<file path="src/rtl/instr_fetch_queue.sv">
// Instruction fetch stage: sequential word reads from variable-latency memory into a
// DEPTH-entry {pc, instr} FIFO presented to decode, flushed on branch/jump redirect.
module instr_fetch_queue #(
  parameter int          DEPTH    = 4,
  parameter logic [31:0] RESET_PC = 32'h0
) (
  input  logic                     clk,
  input  logic                     rst,
  input  logic                     redirect,
  input  logic [31:0]              redirect_pc,
  output logic                     mem_req,
  output logic [31:0]              mem_addr,
  input  logic                     mem_ack,
  input  logic [31:0]              mem_rdata,
  output logic                     out_valid,
  output logic [31:0]              out_instr,
  output logic [31:0]              out_pc,
  input  logic                     out_ready,
  output logic [$clog2(DEPTH):0]   count
);
  localparam int PW = $clog2(DEPTH);
  localparam int CW = PW + 1;

  typedef enum logic [1:0] {S_IDLE, S_WAIT, S_DROP} state_t;

  state_t          state_reg, state_next;
  logic [31:0]     fetch_pc_reg, fetch_pc_next;
  logic [31:0]     drop_addr_reg, drop_addr_next;
  logic [PW-1:0]   rd_ptr_reg, wr_ptr_reg;
  logic [CW-1:0]   count_reg;
  logic [31:0]     pc_mem    [DEPTH];
  logic [31:0]     instr_mem [DEPTH];

  logic            push, pop, space_now, space_after;
  logic [CW-1:0]   occ_after;
  logic [31:0]     redirect_aligned;

  assign redirect_aligned = redirect_pc & 32'hFFFF_FFFC;

  assign out_valid = (count_reg != '0) && !redirect;
  assign pop       = out_valid && out_ready;
  assign out_pc    = out_valid ? pc_mem[rd_ptr_reg]    : 32'h0;
  assign out_instr = out_valid ? instr_mem[rd_ptr_reg] : 32'h0;
  assign count     = count_reg;

  // An issue from IDLE may be acked in the same cycle, so the issue test only needs
  // room after this edge's pop; the stay-in-WAIT test also accounts for the push.
  assign space_now   = (count_reg != CW'(DEPTH)) || pop;
  assign occ_after   = count_reg + CW'(push) - CW'(pop);
  assign space_after = occ_after < CW'(DEPTH);

  assign mem_req  = rst && ((state_reg != S_IDLE) || (!redirect && space_now));
  assign mem_addr = (state_reg == S_DROP) ? drop_addr_reg : fetch_pc_reg;
  assign push     = mem_req && mem_ack && (state_reg != S_DROP) && !redirect;

  always_comb begin
    state_next     = state_reg;
    fetch_pc_next  = fetch_pc_reg;
    drop_addr_next = drop_addr_reg;
    case (state_reg)
      S_IDLE: begin
        if (redirect) begin
          fetch_pc_next = redirect_aligned;
        end else if (space_now) begin
          if (mem_ack) begin
            fetch_pc_next = fetch_pc_reg + 32'd4;
            state_next    = space_after ? S_WAIT : S_IDLE;
          end else begin
            state_next = S_WAIT;
          end
        end
      end
      S_WAIT: begin
        if (redirect) begin
          fetch_pc_next = redirect_aligned;
          if (mem_ack) begin
            state_next = S_IDLE;
          end else begin
            // Request cannot be retracted: keep presenting the old address until acked.
            state_next     = S_DROP;
            drop_addr_next = fetch_pc_reg;
          end
        end else if (mem_ack) begin
          fetch_pc_next = fetch_pc_reg + 32'd4;
          state_next    = space_after ? S_WAIT : S_IDLE;
        end
      end
      S_DROP: begin
        if (redirect) fetch_pc_next = redirect_aligned;
        if (mem_ack)  state_next    = S_IDLE;
      end
      default: state_next = S_IDLE;
    endcase
  end

  always_ff @(posedge clk or negedge rst) begin
    if (!rst) begin
      state_reg     <= S_IDLE;
      fetch_pc_reg  <= RESET_PC;
      drop_addr_reg <= RESET_PC;
      rd_ptr_reg    <= '0;
      wr_ptr_reg    <= '0;
      count_reg     <= '0;
    end else begin
      state_reg     <= state_next;
      fetch_pc_reg  <= fetch_pc_next;
      drop_addr_reg <= drop_addr_next;
      if (redirect) begin
        rd_ptr_reg <= '0;
        wr_ptr_reg <= '0;
        count_reg  <= '0;
      end else begin
        rd_ptr_reg <= rd_ptr_reg + PW'(pop);
        wr_ptr_reg <= wr_ptr_reg + PW'(push);
        count_reg  <= occ_after;
      end
    end
  end

  always_ff @(posedge clk) begin
    if (push) begin
      pc_mem[wr_ptr_reg]    <= fetch_pc_reg;
      instr_mem[wr_ptr_reg] <= mem_rdata;
    end
  end
endmodule
</file>
<file path="config.mk">
export PLATFORM = sky130hd
export DESIGN_NAME = instr_fetch_queue
export DESIGN_NICKNAME = d
export VERILOG_FILES = /design/src/rtl/instr_fetch_queue.sv
export SDC_FILE = /design/constraint.sdc
export NUM_CORES = 1
export LEC_CHECK = 0
export ABC_AREA = 1
export ABC_CLOCK_PERIOD_IN_PS = 5600
export BUFFER_PORTS_ARGS = -buffer_cell sky130_fd_sc_hd__buf_2
export CORE_AREA = 3 3 159 161
export CTS_CLUSTER_SIZE = 12
export DETAILED_ROUTE_END_ITERATION = 7
export DIE_AREA = 0 0 162 164
export PLACE_DENSITY = 0.9
export SETUP_SLACK_MARGIN = 0.1
export SYNTH_ARGS = -nofsm -noshare
export SYNTH_HDL_FRONTEND = slang
export SYNTH_SLANG_ARGS = --single-unit
</file>
<file path="constraint.sdc">
create_clock -name clk -period 5.6 [get_ports clk]
set_input_delay 0.56 -clock clk [delete_from_list [all_inputs] [get_ports clk]]
set_output_delay 0.56 -clock clk [all_outputs]
set_load 0.01 [all_outputs]
</file>
==> flow_metrics.env, run 1 <==
export IMPL_std_cell_rows=57
export IMPL_final_cell_count_no_fill=1873
export IMPL_largest_register_ffs=128
export IMPL_floorplan_die_height_um=164
export IMPL_cp_data_required_time_ns=6.05
export IMPL_startpoint="state_reg[1]$_DFFE_PN0P_"
export IMPL_synth_sequential_area_ratio_pct=66.38
export IMPL_mappedNetlistArea_um2=13820
export IMPL_worst_endpoint_arrival_ns=4.50
export IMPL_synthesis_instances=1390
export IMPL_asyncSetResetFlopFracSynth_pct=21.77
export IMPL_yosysWarnings=0
export IMPL_dp_hpwl_um=19540
export IMPL_holdBufCountCts=0
export IMPL_cp_cell_sequence="nand2_2 -> nand2_1 -> inv_2 -> nand3_1 -> ha_1 -> inv_1 -> ha_1 -> inv_1 -> fa_1 -> xnor2_1 -> xor2_1 -> nand2_1 -> o21ai_0 -> nand2_1 -> nand2_1"
export IMPL_core_area_um2=24110
export IMPL_grt_overflow=0
export IMPL_grt_start_max_net_pins=74
export IMPL_post_cts_repair_setup_buffers=0
export IMPL_critical_path_reg2reg_endpoint="state_reg[0]$_DFFE_PN0P_"
export IMPL_power_leakage_nw=6.351
export IMPL_fp_dieArea_um2=26570
export IMPL_timing_critical_path_max_delay_family="simple AND/OR/NAND/NOR gates"
export IMPL_multiInputGateArea_um2=4110
export IMPL_path_class="reg2reg"
export IMPL_finalCriticalPeriod_ns=4.043
export IMPL_endpoint_kind="register"
export IMPL_numCtsBuffers=34
export IMPL_gr_layer_usage_met1_pct=32.54
export IMPL_placed_cell_area_um2=14840
export IMPL_post_cts_resize_count=0
export IMPL_grt_util_met3_pct=4.842
export IMPL_yosys_most_used_dff="edfxtp_1"
export IMPL_r2r_cells=15
export IMPL_area_growth_syn_to_layout_pct=14.86
export IMPL_clock_tree_buffer_depth=3
export IMPL_ys_top_cells_by_count="nor2_1 (339), edfxtp_1 (248), nand2_1 (245), o21ai_0 (207), dfrtp_1 (69)"
export IMPL_gp_congestion=0.8824
export IMPL_clk_lat_worst_skew_ns=0.52
export IMPL_number_of_global_route_vias_before_repair=10080
export IMPL_final_layout_size_suffix_gt1_share_pct=15.24
export IMPL_finalInstanceArea_um2=15870
export IMPL_tightestPinTransition_ns=1.099
export IMPL_worstReg2RegStart="state_reg[1]$_DFFE_PN0P_"
export IMPL_clock_transition_at_the_registers_of_the_reported_paths_ns=0.06
export IMPL_clk_root_buffer_cell="clkbuf_16"
export IMPL_setup_total_negative_slack_ns=0
export IMPL_initial_antenna_violation_count=0
export IMPL_most_repeated_cell_in_the_gate_level_netlist_after_synthesis="nor2_1"
export IMPL_largest_registers="instr_mem x128, pc_mem x120"
export IMPL_grt_busiest_layer="met2"
export IMPL_max_stage_delay_ns=0.74
export IMPL_drt_wl_total_um=33200
export IMPL_worstSetupStartpointType="register"
export IMPL_area_used_by_sequential_logic_in_the_layout_um2=9179
export IMPL_synth_top_area_share_pct=53.88
export IMPL_areal_power_density_over_the_cells_nw_per_um2=455.5
export IMPL_antenna_cells_inserted=0
export IMPL_cp_depth=15
export IMPL_wire_per_inst_um=17.72
export IMPL_numPortBuffers=163
export IMPL_dr_first_iter_drc_count=1383
export IMPL_status="finished clean"
export IMPL_setup_violations_final=0
export IMPL_vdd_ir_drop_max_mv=0.3286
export IMPL_cp_endpoint="state_reg[0]$_DFFE_PN0P_"
export IMPL_register_ranked_first_by_flip_flop_count="instr_mem"
export IMPL_post_synth_top_area_cell="edfxtp_1"
export IMPL_worst_path_max_fanout=44
export IMPL_report_final_slew_viol_count=0
export IMPL_synth_area_per_cell_um2=9.943
export IMPL_rsz0062_at_grt="false"
export IMPL_initial_utilization_pct=57.33
export IMPL_timing_clock_skew_ns=0.01464
export IMPL_floorplan_io_pins=170
export IMPL_hold_viol_final=0
export IMPL_fillCellCount=1771
export IMPL_ys_ff_latch=317
export IMPL_share_of_the_clock_period_used_by_the_worst_path_after_layout_pct=72.20
export IMPL_maxCapViolCount=0
export IMPL_layout_nets=1605
export IMPL_antenna_violating_nets_post_route=0
export IMPL_drt_first_pass_iters=5
export IMPL_synth_edff_count=248
export IMPL_global_route_usage_met2_pct=40.49
export IMPL_routed_via_density=5.680
export IMPL_synth_cell_types=29
export IMPL_hold_path_class="in2async"
export IMPL_dr_total_vias=10640
export IMPL_grt_pass1_wl_um=51260
export IMPL_dp_cells=1818
export IMPL_crit_path_frequent_cell="nand2_1"
export IMPL_drcViolationCount=0
export IMPL_crit_buf_inv=3
export IMPL_yosys_top_cells_area="edfxtp_1 (54%), dfrtp_1 (12%), nor2_1 (9.2%)"
export IMPL_h_tree_depth=2
export IMPL_max_freq_mhz=247.3
export IMPL_worst_slew_margin_relative_to_its_limit_pct=26.58
export IMPL_cts_sinks=317
export IMPL_tritoncts_clock_tree="done"
export IMPL_reg2reg_setup_slack_ns=1.56
export IMPL_fp_dieW_um=162
export IMPL_track_usage_pct=24.49
export IMPL_cpMaxStageDelayCell="inv_2"
where the power goes:
| group | internal (mW) | switching [mW] |
|---|---|---|
| Combinational | 0.579 | 1.19 |
| Sequential | 2.94 | 0.410 |
| Clock | 1.24 | 0.864 |
| Total | 4.76 | 2.47 |
routing by layer:
layer / share of wire (%) / routed length (µm) / up-vias
met2: 47 / 15730 / 579
met1: 40 / 13160 / 5010
met3: 9.5 / 3160 / 100
met4: 3.5 / 1150 / 0
li1: - / - / 4949
met5: 0 / 0 / -
cell families (layout without fill, tap and decap cells):
family / after synthesis / after routing / share of synthesized area (%)
simple gates: 639 / 639 / 18.07
flops: 317 / 317 / 66.38
compound gates: 280 / 280 / 10.24
buf+inv: 139 / 295 / 4.182
xor+xnor: 8 / 8 / 0.5070
fa+ha+maj: 6 / 6 / 0.5975
other cells: 1 / 4 / 0.02713
area by class of cell:
cell class | instances | share of cell area (%)
flip-flops and latches | 317 | 57.82
clock inverters | 9 | 0.7094
inverters | 65 | 1.537
well taps | 324 | 2.554
multi-input cells | 937 | 25.89
repair buffers | 175 | 5.707
clock buffers | 46 | 5.778
placed cells by master (no fill, tap or decap):
| cell type | instances |
|---|---|
| clkbuf_1 | 11 |
| xor2_1 | 5 |
| o21bai_1 | 1 |
| nor2_2 | 2 |
| o211ai_1 | 2 |
| o21ai_0 | 207 |
| inv_1 | 59 |
| conb_1 | 4 |
| o31ai_1 | 1 |
| nor2_1 | 335 |
| inv_2 | 6 |
| nand2_2 | 1 |
| clkbuf_16 | 35 |
| xnor2_1 | 3 |
| ha_1 | 5 |
| buf_4 | 12 |
| nand3b_1 | 2 |
| clkinv_1 | 4 |
| nand2_1 | 245 |
| or2_2 | 4 |
| nor2_4 | 6 |
| bufinv_16 | 2 |
| dfrtp_4 | 1 |
| buf_2 | 163 |
| dfrtp_1 | 67 |
| dfrtp_2 | 1 |
| inv_16 | 1 |
| nand3_1 | 41 |
| a21oi_1 | 66 |
| a31oi_1 | 3 |
| inv_6 | 2 |
| edfxtp_1 | 248 |
| nand4_1 | 3 |
| fa_1 | 1 |
through the flow:
step                      utilization [%]  hold slack (ns)  power [mW]  setup slack, ns
after floorplan                         -           0.2644       4.406            1.260
after global placement              61.58           0.4667       5.023            1.367
after detailed placement            61.58           0.4741       5.110            1.318
after CTS                           65.85         0.004325       7.226            1.608
after global routing                65.85          0.01186       7.592            1.224
final                               65.85         0.009627       7.230            1.557
worst min path at each step:
stage                                        from                             to  slack (ns)  cells past startpoint
global route                                  rst  drop_addr_reg[26]$_DFFE_PN0P_        0.01                      1
detailed placement  drop_addr_reg[12]$_DFFE_PN0P_  drop_addr_reg[12]$_DFFE_PN0P_        0.47                      2
global placement    drop_addr_reg[31]$_DFFE_PN0P_  drop_addr_reg[31]$_DFFE_PN0P_        0.47                      2
finish                                        rst   fetch_pc_reg[21]$_DFFE_PN0P_        0.01                      1
CTS                                           rst   fetch_pc_reg[21]$_DFFE_PN0P_       0.004                      1
floorplan                                     rst             count[0]$_DFF_PN0_        0.26                      0
(Power assumes the default switching activity.)
==> run 2, diff against run 1 <==
ABC_AREA = 0   (was 1)
ABC_CLOCK_PERIOD_IN_PS = 4000   (was 5600)
CORE_AREA = 3 3 156 158   (was 3 3 159 161)
DIE_AREA = 0 0 159 161   (was 0 0 162 164)
clock period = 4 ns   (was 5.6 ns; I/O delays follow)
==> flow_metrics.env, run 2 <==
export IMPL_ys_top_cells_by_count="edfxtp_1 (248), dfrtp_1 (69), and2_1 (66), mux4_2 (62), mux2_2 (51)"
export IMPL_timing_clock_skew_ns=0.01312
export IMPL_numPortBuffers=163
export IMPL_initial_antenna_violation_count=2
export IMPL_routed_via_density=5.992
export IMPL_fillCellCount=1602
export IMPL_number_of_global_route_vias_before_repair=7819
export IMPL_synth_area_per_cell_um2=16.81
export IMPL_most_used_cells_in_the_layout_excluding_fill_and_tap_cells="edfxtp_1 (248), buf_2 (163), dfrtp_1 (67), and2_1 (66), mux4_2 (62)"
export IMPL_final_cell_count_no_fill=1306
export IMPL_hold_path_class="in2async"
export IMPL_grt_pass1_wl_um=44800
export IMPL_hold_viol_final=0
export IMPL_area_growth_syn_to_layout_pct=16.51
export IMPL_post_cts_repair_setup_buffers=0
export IMPL_worst_endpoint_arrival_ns=3.50
export IMPL_finalCriticalPeriod_ns=3.106
export IMPL_power_leakage_nw=5.588
export IMPL_worst_path_max_fanout=5
export IMPL_grt_start_max_net_pins=64
export IMPL_initial_utilization_pct=57.37
export IMPL_floorplan_io_pins=170
export IMPL_synth_top_area_share_pct=55.80
export IMPL_yosys_top_cells_area="edfxtp_1 (56%), dfrtp_1 (13%), mux4_2 (10%)"
export IMPL_max_freq_mhz=322.0
export IMPL_yosys_most_used_dff="edfxtp_1"
export IMPL_clk_root_buffer_cell="clkbuf_16"
export IMPL_areal_power_density_over_the_cells_nw_per_um2=597.4
export IMPL_asyncSetResetFlopFracSynth_pct=21.77
export IMPL_tightestPinTransition_ns=1.118
export IMPL_cts_sinks=317
export IMPL_grt_overflow=0
export IMPL_layout_commonest_cell="edfxtp_1"
export IMPL_ys_ff_latch=317
export IMPL_holdBufCountCts=0
export IMPL_largest_register_ffs=128
export IMPL_final_layout_size_suffix_gt1_share_pct=37.02
export IMPL_dr_total_vias=7825
export IMPL_clock_tree_buffer_depth=3
export IMPL_drt_wl_total_um=28720
export IMPL_setup_total_negative_slack_ns=0
export IMPL_vdd_ir_drop_max_mv=0.4075
export IMPL_track_usage_pct=22.45
export IMPL_yosysWarnings=0
export IMPL_share_of_the_clock_period_used_by_the_worst_path_after_layout_pct=77.64
export IMPL_post_cts_resize_count=0
export IMPL_tritoncts_clock_tree="done"
export IMPL_layout_nets=1039
export IMPL_area_used_by_sequential_logic_in_the_layout_um2=9179
export IMPL_cp_data_required_time_ns=4.39
export IMPL_multiInputGateArea_um2=3970
export IMPL_endpoint_kind="register"
export IMPL_cp_cell_sequence="nor4b_2 -> o21ai_0 -> nand3_1 -> ha_1 -> inv_1 -> ha_1 -> inv_1 -> fa_1 -> xor2_1 -> xnor2_1 -> nor2_1 -> nor4_1"
export IMPL_fp_dieW_um=159
export IMPL_dp_cells=1247
export IMPL_synth_sequential_area_ratio_pct=68.74
export IMPL_post_synth_top_area_cell="edfxtp_1"
export IMPL_clk_lat_worst_skew_ns=0.51
export IMPL_std_cell_rows=56
export IMPL_core_area_um2=23260
export IMPL_rsz0062_at_grt="false"
export IMPL_maxCapViolCount=0
export IMPL_h_tree_depth=2
export IMPL_numCtsBuffers=34
export IMPL_clock_transition_at_the_registers_of_the_reported_paths_ns=0.06
export IMPL_synth_cell_types=66
export IMPL_synth_edff_count=248
export IMPL_most_repeated_cell_in_the_gate_level_netlist_after_synthesis="edfxtp_1"
export IMPL_wire_per_inst_um=21.99
export IMPL_register_ranked_first_by_flip_flop_count="instr_mem"
export IMPL_status="finished clean"
export IMPL_setup_violations_final=0
export IMPL_antenna_violating_nets_post_route=0
export IMPL_gp_congestion=0.8859
export IMPL_floorplan_die_height_um=161
export IMPL_report_final_slew_viol_count=0
export IMPL_dp_hpwl_um=17750
export IMPL_drt_first_pass_iters=5
export IMPL_cpMaxStageDelayCell="dfrtp_1"
export IMPL_drcViolationCount=0
export IMPL_dr_first_iter_drc_count=680
export IMPL_worst_slew_margin_relative_to_its_limit_pct=25.48
export IMPL_path_class="reg2reg"
export IMPL_largest_registers="instr_mem x128, pc_mem x120"
export IMPL_max_stage_delay_ns=0.45
export IMPL_mappedNetlistArea_um2=13350
export IMPL_worstSetupStartpointType="register"
export IMPL_fp_dieArea_um2=25600
export IMPL_synthesis_instances=794
[run 2: cell families (layout without fill, tap and decap cells)]
group                      count (synthesis)  in the layout  synth area share, %
other                                      1              5              0.02810
muxes                                    119            119                15.25
adders and majority gates                  6              6               0.6187
buffers and inverters                     60            249                2.072
DFF                                      317            317                68.74
AOI/OAI and AO/OA                        100            100                4.772
xor gates and xnor gates                   4              4               0.2625
and+or+nand+nor                          187            187                8.259
[run 2: report_power, final]
part / internal [mW] / switching (mW)
registers: 4.01 / 0.469
logic: 0.942 / 1.02
clock network: 1.66 / 1.19
[run 2: metal layers]
layer / share of wire [%] / track usage, % / wire length (µm)
met1: 40 / 31.51 / 11500
met2: 50 / 36.59 / 14230
met3: 8.8 / 4.719 / 2530
met4: 1.6 / 6.128 / 452
met5: 0.038 / 0 / 11
[run 2: worst max-delay path, delay by kind of cell, from the launching register on]
family / cells / cell delay [ns]
AND/OR/NAND/NOR: 4 / 1.12
adder cells (fa/ha/maj): 3 / 0.81
buffers and inverters: 2 / 0.10
flip-flops: 1 / 0.45
AO/OA/AOI/OAI: 1 / 0.14
XOR/XNOR: 2 / 0.37
[run 2: area by class of cell]
cell class / instances / share of cell area, %
diodes: 1 / 0.01609
clock buffers: 49 / 6.164
clock inverters: 9 / 0.2816
inverters: 11 / 0.2655
multi-input cells: 420 / 25.53
flip-flops and latches: 317 / 59.03
well taps: 319 / 2.567
repair buffers: 180 / 6.147
[run 2: final timing paths]
check                                              startpoint  cells past startpoint  slack (ns)                       endpoint
worst max-delay path                       count[1]$_DFF_PN0_                     12        0.89       state_reg[0]$_DFFE_PN0P_
worst min-delay path                                      rst                      2        0.03  drop_addr_reg[15]$_DFFE_PN0P_
worst max register to register             count[1]$_DFF_PN0_                     12        0.89       state_reg[0]$_DFFE_PN0P_
worst min register to register  drop_addr_reg[27]$_DFFE_PN0P_                      1        0.48  drop_addr_reg[27]$_DFFE_PN0P_
max in group asynchronous                                 rst                      3        3.03        rd_ptr_reg[0]$_DFF_PN0_
min in group clk                                 mem_rdata[7]                      1        0.11      instr_mem[0][7]$_DFFE_PP_
[run 2: through the flow]
| stage | setup WS, ns | util, % | power, mW | hold slack [ns] | cell area, µm² |
|---|---|---|---|---|---|
| floorplan | 0.05780 | - | 5.703 | 0.1044 | 13370 |
| global placement | 0.9948 | 62.53 | 6.420 | 0.4632 | 14550 |
| detailed placement | 0.8874 | 62.53 | 6.507 | 0.4706 | 14550 |
| CTS | 0.8808 | 66.84 | 9.365 | 0.02168 | 15550 |
| global route | 0.6524 | 66.85 | 9.714 | 0.05900 | 15550 |
| finish | 0.8942 | 66.85 | 9.290 | 0.03435 | 15550 |
